[config.mk]
export PLATFORM = sky130hd
export DESIGN_NAME = voice_scheduler
export DESIGN_NICKNAME = d
export VERILOG_FILES = /design/src/rtl/voice_scheduler.sv
export SDC_FILE = /design/constraint.sdc
export NUM_CORES = 1
export LEC_CHECK = 0
export BUFFER_PORTS_ARGS = -buffer_cell sky130_fd_sc_hd__buf_4
export CORE_UTILIZATION = 50
export CTS_BUF_LIST = sky130_fd_sc_hd__clkbuf_8
export DETAILED_ROUTE_END_ITERATION = 16
export PLACE_DENSITY = 0.74
export SLEW_MARGIN = 20
export SYNTH_ARGS = -nofsm -noshare
export SYNTH_HDL_FRONTEND = slang
export SYNTH_SLANG_ARGS = --single-unit
[constraint.sdc]
create_clock -name clk -period 2.6 [get_ports clk]
set_input_delay 0 -clock clk [delete_from_list [all_inputs] [get_ports clk]]
set_output_delay 0 -clock clk [all_outputs]
set_load 0.02 [all_outputs]
[src/rtl/voice_scheduler.sv]
// voice_scheduler: shares one note->divider lookup across NUM_VOICES voices
// and runs one square-wave oscillator per voice from a registered divider.
// Voices whose note/octave differs from the last value sent to the lookup
// are served round-robin, one capture per two cycles.

// Per-voice square-wave oscillator with its own divider register.
module vs_osc #(
  parameter int DIV_W = 19
) (
  input  logic             clk,
  input  logic             nrst,
  input  logic             en,
  input  logic             active,
  input  logic             cap,
  input  logic [DIV_W-1:0] cap_div,
  output logic             wave
);

  logic [DIV_W-1:0] div_reg;
  logic [DIV_W-1:0] cnt;

  // Capture, enable-low and off-note all restart the oscillator from phase 0;
  // otherwise count to div_reg-1 and toggle.
  always_ff @(posedge clk) begin
    if (!nrst) begin
      div_reg <= DIV_W'(1);
      cnt     <= '0;
      wave    <= 1'b0;
    end else begin
      if (cap) div_reg <= cap_div;
      if (cap || !en || !active) begin
        cnt  <= '0;
        wave <= 1'b0;
      end else if (cnt == div_reg - DIV_W'(1)) begin
        cnt  <= '0;
        wave <= ~wave;
      end else begin
        cnt <= cnt + DIV_W'(1);
      end
    end
  end

endmodule

module voice_scheduler #(
  parameter int NUM_VOICES = 4,
  parameter int DIV_W      = 19
) (
  input  logic                    clk,
  input  logic                    nrst,
  input  logic                    en,
  input  logic [4*NUM_VOICES-1:0] note_in,
  input  logic [3*NUM_VOICES-1:0] octave_in,
  output logic [3:0]              lut_note,
  output logic [2:0]              lut_octave,
  input  logic [DIV_W-1:0]        lut_divider,
  output logic [NUM_VOICES-1:0]   wave_out,
  output logic                    busy
);

  localparam int VW = (NUM_VOICES > 1) ? $clog2(NUM_VOICES) : 1;

  typedef struct packed {
    logic [3:0] note;
    logic [2:0] oct;
  } vreq_t;

  typedef enum logic {IDLE = 1'b0, LOOKUP = 1'b1} state_t;

  vreq_t [NUM_VOICES-1:0] req;
  vreq_t [NUM_VOICES-1:0] shadow;
  logic  [NUM_VOICES-1:0] pending;
  logic  [NUM_VOICES-1:0] active;
  logic  [NUM_VOICES-1:0] cap;
  logic  [VW-1:0]         rr_ptr;
  logic  [VW-1:0]         cur_voice;
  logic  [VW-1:0]         gnt_idx;
  logic                   gnt_vld;
  logic                   do_grant;
  logic                   do_cap;
  logic  [DIV_W-1:0]      cap_div;
  state_t                 state, state_nxt;

  // Unpack per-voice inputs, detect changes against the last sent value, and
  // decode the oscillator controls for each voice.
  for (genvar v = 0; v < NUM_VOICES; v++) begin : g_lane
    assign req[v].note = note_in[4*v +: 4];
    assign req[v].oct  = octave_in[3*v +: 3];
    assign pending[v]  = (req[v] != shadow[v]);
    assign active[v]   = (shadow[v].note >= 4'd1) && (shadow[v].note <= 4'd13);
    assign cap[v]      = do_cap && (cur_voice == VW'(v));
  end

  // First pending voice at or after ptr, wrapping.
  function automatic logic [VW:0] rr_pick(input logic [NUM_VOICES-1:0] p,
                                          input logic [VW-1:0] ptr);
    logic          found;
    logic [VW-1:0] idx;
    int            j;
    found = 1'b0;
    idx   = '0;
    for (int i = 0; i < NUM_VOICES; i++) begin
      j = int'(ptr) + i;
      if (j >= NUM_VOICES) j = j - NUM_VOICES;
      if (!found && p[j]) begin
        found = 1'b1;
        idx   = VW'(j);
      end
    end
    return {found, idx};
  endfunction

  // Round-robin arbiter over pending voices.
  always_comb begin
    {gnt_vld, gnt_idx} = rr_pick(pending, rr_ptr);
  end

  // A zero divider would stall the counter; clamp it to 1.
  assign cap_div = (lut_divider == '0) ? DIV_W'(1) : lut_divider;

  // FSM state register.
  always_ff @(posedge clk) begin
    if (!nrst) state <= IDLE;
    else       state <= state_nxt;
  end

  // FSM next state: a grant always spends exactly one cycle in LOOKUP.
  always_comb begin
    state_nxt = state;
    case (state)
      IDLE:    if (gnt_vld) state_nxt = LOOKUP;
      LOOKUP:  state_nxt = IDLE;
      default: state_nxt = IDLE;
    endcase
  end

  // FSM outputs: grant strobe in IDLE, capture strobe and busy in LOOKUP.
  always_comb begin
    do_grant = 1'b0;
    do_cap   = 1'b0;
    busy     = 1'b0;
    case (state)
      IDLE:    do_grant = gnt_vld;
      LOOKUP: begin
        do_cap = 1'b1;
        busy   = 1'b1;
      end
      default: ;
    endcase
  end

  // Grant: latch inputs into shadow and lookup regs. Capture: advance pointer.
  always_ff @(posedge clk) begin
    if (!nrst) begin
      shadow     <= '0;
      lut_note   <= '0;
      lut_octave <= '0;
      cur_voice  <= '0;
      rr_ptr     <= '0;
    end else begin
      if (do_grant) begin
        shadow[gnt_idx] <= req[gnt_idx];
        lut_note        <= req[gnt_idx].note;
        lut_octave      <= req[gnt_idx].oct;
        cur_voice       <= gnt_idx;
      end
      if (do_cap)
        rr_ptr <= (cur_voice == VW'(NUM_VOICES-1)) ? '0 : cur_voice + VW'(1);
    end
  end

  vs_osc #(.DIV_W(DIV_W)) u_osc [NUM_VOICES-1:0] (
    .clk     (clk),
    .nrst    (nrst),
    .en      (en),
    .active  (active),
    .cap     (cap),
    .cap_div (cap_div),
    .wave    (wave_out)
  );

endmodule

; ---- Word level (Yosys, flattened, before mapping)
; Index checks and enable logic that the tools add are counted.
[totals]
reg_bits = 196
in_bits = 50
output_inout_bits = 12
elab_cells = 149
[classes]
n_addsub = 16
order_cmp = 18
n_eq_ne = 11
n_mux = 35
n_bitwise = 6
n_reduce_logical = 38
[op_table]
columns = cell, count
row1 = "32-bit by 4-bit less-than comparator with 1-bit output, second input constant", 4
row2 = 32-bit 2-to-1 mux, 4
row3 = "19-bit by 1-bit adder with 19-bit output, second input constant", 4
row4 = 19-bit == test, 4
row5 = "19-bit by 1-bit subtractor with 19-bit output, second input constant", 4
row6 = 28-bit bitwise mux, 1
row7 = 7-bit inequality test, 4
row8 = 19-bit zero test, 1
row9 = 19-bit 2-to-1 mux, 1
row10 = "4-bit by 1-bit greater-or-equal comparator with 1-bit output, second input constant", 4
row11 = "4-bit less-or-equal comparator, second input constant", 4
row12 = 1-bit 2-to-1 mux, 15
row13 = 7-bit binary-select mux with 2-bit select, 1
row14 = 7-bit demux with 2-bit select, 1
row15 = 7-bit 2-to-1 mux, 2
row16 = 1-bit logical AND, 12
row17 = 3-bit OR reduction, 4
row18 = "3-bit by 3-bit subtractor with 4-bit output, second input constant", 3
row19 = 2-bit 2-to-1 mux, 5
row20 = "3-bit greater-or-equal comparator, second input constant", 3
row21 = 1-bit binary-select mux with 2-bit select, 4
row22 = 1-bit zero test, 8
row23 = 1-bit logical OR, 8
row24 = 2-bit OR reduction, 4
row25 = 12 further kinds, 19

; ---- Logic depth before layout (Yosys ltp)
[logic_depth]
depth_word = 20
depth_mapped = 12
mapped_depth_nobuf = 9

; ---- Cells and area by module
; A second synthesis with hierarchy kept.
[hier_totals]
cells_unflattened = 1300
area_unflattened_um2 = 11628.7
[modules_own_cells]
columns = module, n_inst, cells_per_inst, area_each_um2, seq_area_each_um2
row1 = vs_osc, 4, 262, 2309.7, 780.7
row2 = voice_scheduler, 1, 252, 2389.8, 800.8

; ---- Least setup slack after synthesis
; Ideal clock, no wire load.
[synth_path]
path_kind = register to register
startpoint = register u_osc[3].div_reg[0]
endpoint = register u_osc[3].cnt[10]
setup_ns = 0.132
arrival_time_ns = 2.719
required_ns = 2.468
setup_slack_ns = -0.251
path_stages_with_launch = 11
n_path_buf = 1
period_less_slack_ns = 2.851
cell_sequence = dfxtp_1 > inv_1 > ha_1 > or4b_2 > nor2_1 > and4b_1 > o21ai_0 > a221o_1 > nor4_4 > buf_4 > nor3_1
[synth_between]
elab_chain_cells = 3
[synth_rtl]
columns = element, line_no
row1 = "start, declared", 19  ; logic [DIV_W-1:0] div_reg;
row2 = "start signal, assigned", 30  ; if (cap) div_reg <= cap_div;
row3 = 19-bit by 1-bit subtractor with 19-bit output, 34  ; end else if (cnt == div_reg - DIV_W'(1)) begin
row4 = 19-bit == test, 34
row5 = 3-bit OR reduction (no line), -
row6 = "end signal, assigned", 38  ; cnt <= cnt + DIV_W'(1);
row7 = "end, declared", 20  ; logic [DIV_W-1:0] cnt;
; No other way between the ends.
; A chain may end at the register's enable or synchronous reset.

; ---- Worst setup path in the final report
[layout_path]
startpoint = register u_osc[2].div_reg[2]
endpoint = register u_osc[2].cnt[10]
[layout_between]
elab_chain_cells = 3
[layout_rtl]
columns = element, line_no
row1 = "start, declared", 19
row2 = "start signal, assigned", 30
row3 = 19-bit by 1-bit subtractor with 19-bit output, 34
row4 = 19-bit == test, 34
row5 = 3-bit OR reduction (no line), -
row6 = "end signal, assigned", 38
row7 = "end, declared", 20
; No other way between the ends.

==> impl_metrics.py <==
metrics = {
    "final_layout": {
        "multi_input_area_sq_um": 7136,
        "diodes": 0,
        "syn2layout_area_growth_pct": 22.99,
        "fin_nets": 1593,
        "regArea_sq_um": 3939,
        "drive_above_1_share_pct": 18.09,
        "n_fill_cell": 1845,
    },
    "flow_run": {
        "max-cap-violations": 0,
    },
    "route": {
        "vias": 10770,
        "routed_wl_microns": 30620,
        "drc_errors": 0,
        "routedWlPerCell_microns": 16.81,
        "final_antenna_net_count": 0,
        "drt_iter0_drc": 646,
        "dr.pass1.iters": 5,
        "avgViaCountPerCell": 5.913,
    },
    "setup_path": {
        "regToRegStartpoint": "u_osc[2].div_reg[2]",
        "slowest_delay_ns": 0.51,
        "crit_fanout": 9,
        "reg2reg_to": "u_osc[2].cnt[10]",
        "worstPathRequired_ns": 2.97,
        "crit_top_cell": "or4_4",
        "crit_buf_inv": 2,
        "r2r.worst_path.cells": 9,
        "rrSetupSlack_ns": -0.12,
        "timing.critical_path.max_delay_family": "simple AND/OR/NAND/NOR gates",
        "path_class": "reg2reg",
        "arrival_ns": 3.09,
        "slowest_stage": "or4_4",
        "path_cells": "or3_4 > or4_4 > a211oi_2 > nand4_1 > or4_4 > a2111oi_4 > buf_4 > clkbuf_16 > nor3_1",
        "cp-end-kind": "flip-flop",
        "cp-start-kind": "flip-flop",
    },
    "yosys": {
        "synth-async-reset-ratio_pct": 0,
        "synth_most_common_cell": "dfxtp_1",
        "syn_area_sq_um": 11190,
        "seq_area_frac_synth_pct": 35.07,
        "synth_warnings": 0,
        "ys.flop_type": "dfxtp_1",
        "synth-seq-cells": 196,
        "yosys.area.top_type": "dfxtp_1",
        "synth_top_area_share_pct": 35.07,
        "syn_area_per_cell_sq_um": 8.089,
        "synth_edf_count": 0,
        "synth.distinct_cells": 74,
        "netlist_instances": 1383,
        "yosys-top-cells-area": "dfxtp_1 35%, xnor2_1 7.0%, xor2_1 6.7%",
        "synth.net_count": 1445,
        "ys_top_cells_by_count": "196 x dfxtp_1, 190 x nand2_1, 125 x nor3_1, 93 x a21oi_1, 89 x xnor2_1",
    },
    "sta": {
        "maxSlewHeadroom_pct": 42.17,
        "hold_ws_ns": 0.1061,
        "slew_violations": 0,
        "rsz0062_at_grt": "true",
        "tightest_slew_ns": 0.8608,
        "setup_violations": 20,
        "fmax_mhz": 368.1,
        "finalSetupTns_ns": -1.988,
        "fin_worst_skew_ns": 0.01320,
        "hold_viol": 0,
        "period_needed_ns": 2.716,
        "timing.final.ws_setup_ns": -0.1165,
        "min_period_over_period_pct": 104.5,
    },
    "die": {
        "die_x_microns": 151.6,
        "fp.dieH_microns": 151.6,
        "fp.coreArea_sq_um": 21890,
        "num_rows": 54,
        "die_area_sq_um": 22980,
        "ios": 62,
        "initial_core_util_pct": 51.10,
    },
    "clocking": {
        "clk_pin_slew_ns": 0.09,
        "cts_root_buf": "clkbuf_8",
        "clk-insertion-delay-late_ns": 0.48,
        "h-tree-depth": 4,
        "tritoncts": "built",
        "clockBufferDepth": 2,
        "cts_sinks": 196,
        "cts_inserted_buffers": 17,
    },
    "grt": {
        "overflow": 0,
        "antenna_found_initial": 0,
        "grt_usage_pct": 27.18,
        "grt_pass1_vias": 10370,
        "grt_max_degree": 73,
        "grt_pass1_wl_microns": 49760,
    },
    "run_status": {
        "violations": "setup timing",
        "status": "finished, violations left",
    },
    "min_path": {
        "min_path_cells": 4,
        "hp-class": "in2reg",
        "hp-start": "en",
        "hold_end": "u_osc[2].wave",
    },
    "place": {
        "place_congestion": 0.9187,
        "portBuffers": 61,
        "dpl.hpwl_microns": 21270,
    },
    "power": {
        "p_total_mw": 6.297,
        "cellLeakagePower_nw": 5.332,
        "powerDensity_nw_per_um2": 457.6,
        "ir_worst_vdd_v": 0.0003622,
    },
}
[final cells by class]
cell class | instances | share of cell area (%)
Clock inverter | 10 | 0.6911
Timing Repair Buffer | 219 | 13.62
Multi-Input combinational cell | 1073 | 51.86
Inverter | 24 | 0.6547
Clock buffer | 20 | 2.001
Sequential cell | 196 | 28.63
Tap cell | 280 | 2.546
[placed cells by master, fill, tap and decap left out, drive strengths merged, types with 5 or more instances in the layout]
master       instances
a211o                7
a211oi               6
a21oi               93
a31o                 5
a31oi               23
and2                11
and3                24
and4                12
buf                169
clkbuf              22
dfxtp              196
dlygate4sd3         48
ha                  12
inv                 30
mux2i               20
nand2              190
nand3               50
nand4               31
nor2                60
nor2b                8
nor3               126
nor3b                9
nor4                31
nor4b               19
o211a               15
o211ai              13
o21a                 5
o21ai               21
o221ai               7
o31ai                5
or2                  5
or3                 11
or4                 25
xnor2               89
xor2                85
[worst register-to-register path, stage by stage (launching register included)]
cell and delay [ns]:
dfxtp_2 0.36, or3_4 0.39, or4_4 0.42, a211oi_2 0.19
nand4_1 0.15, or4_4 0.51, a2111oi_4 0.19, buf_4 0.19
clkbuf_16 0.15, nor3_1 0.05
[how the worst max path moves through the flow]
stage / from / to / slack [ns] / cells past startpoint
global route: u_osc[2].div_reg[0] / u_osc[2].cnt[18] / -0.17 / 10
floorplan: u_osc[2].div_reg[2] / u_osc[2].cnt[10] / -0.17 / 8
CTS: u_osc[2].div_reg[2] / u_osc[2].cnt[14] / -0.12 / 8
finish: u_osc[2].div_reg[2] / u_osc[2].cnt[10] / -0.12 / 9
global placement: u_osc[2].div_reg[2] / u_osc[2].cnt[18] / -0.07 / 8
detailed placement: u_osc[2].div_reg[2] / u_osc[2].cnt[18] / -0.09 / 8
[per-stage QoR]
| step | std cells | worst slack [ns] | utilization (%) | cell area, sq um |
|---|---|---|---|---|
| after floorplan | 1383 | -0.1709 | - | 11300 |
| after global placement | 1738 | -0.07427 | 57.49 | 12580 |
| after detailed placement | 1738 | -0.08642 | 57.49 | 12580 |
| after CTS | 1816 | -0.1205 | 61.48 | 13460 |
| after global routing | 1822 | -0.1699 | 62.85 | 13760 |
| final | 1822 | -0.1165 | 62.85 | 13760 |
[what timing repair did]
item | CTS | global route
buffers inserted | 0 | 4
endpoints found under the hold margin | 111 | 0
hold buffers | 48 | 0
gates cloned | 0 | 2
pin swaps | 0 | 15
endpoints found under the setup margin | 57 | 113
resized for setup | 3 | 46
[power by group]
group	leakage, nW	internal [mW]	switching [mW]	total [mW]
sequential	1.59	3.08	0.0739	3.15
combinational	3.53	0.581	0.621	1.20
clock	0.208	0.899	1.04	1.94
[cell families (layout without fill, tap and decap cells)]
kind of cell | Yosys count | after routing | share of synthesized area [%]
mux | 22 | 22 | 1.991
xor+xnor | 174 | 174 | 13.62
buf+inv | 114 | 273 | 4.116
compound gates | 235 | 235 | 14.11
fa+ha+maj | 12 | 12 | 1.342
simple gates | 630 | 630 | 29.74
flops | 196 | 196 | 35.07
[routing by layer]
metal | GRT usage [%] | part of all wire, % | up-vias | routed length (microns)
met3 | 4.341 | 5.4 | 58 | 1654
met5 | 0 | 0 | - | 0
li1 | - | - | 5285 | -
met1 | 33.61 | 43 | 5122 | 13030
met2 | 46.99 | 50 | 308 | 15210
met4 | 10.79 | 2.4 | 0 | 730
No activity file was read; power rests on OpenSTA's default activity.
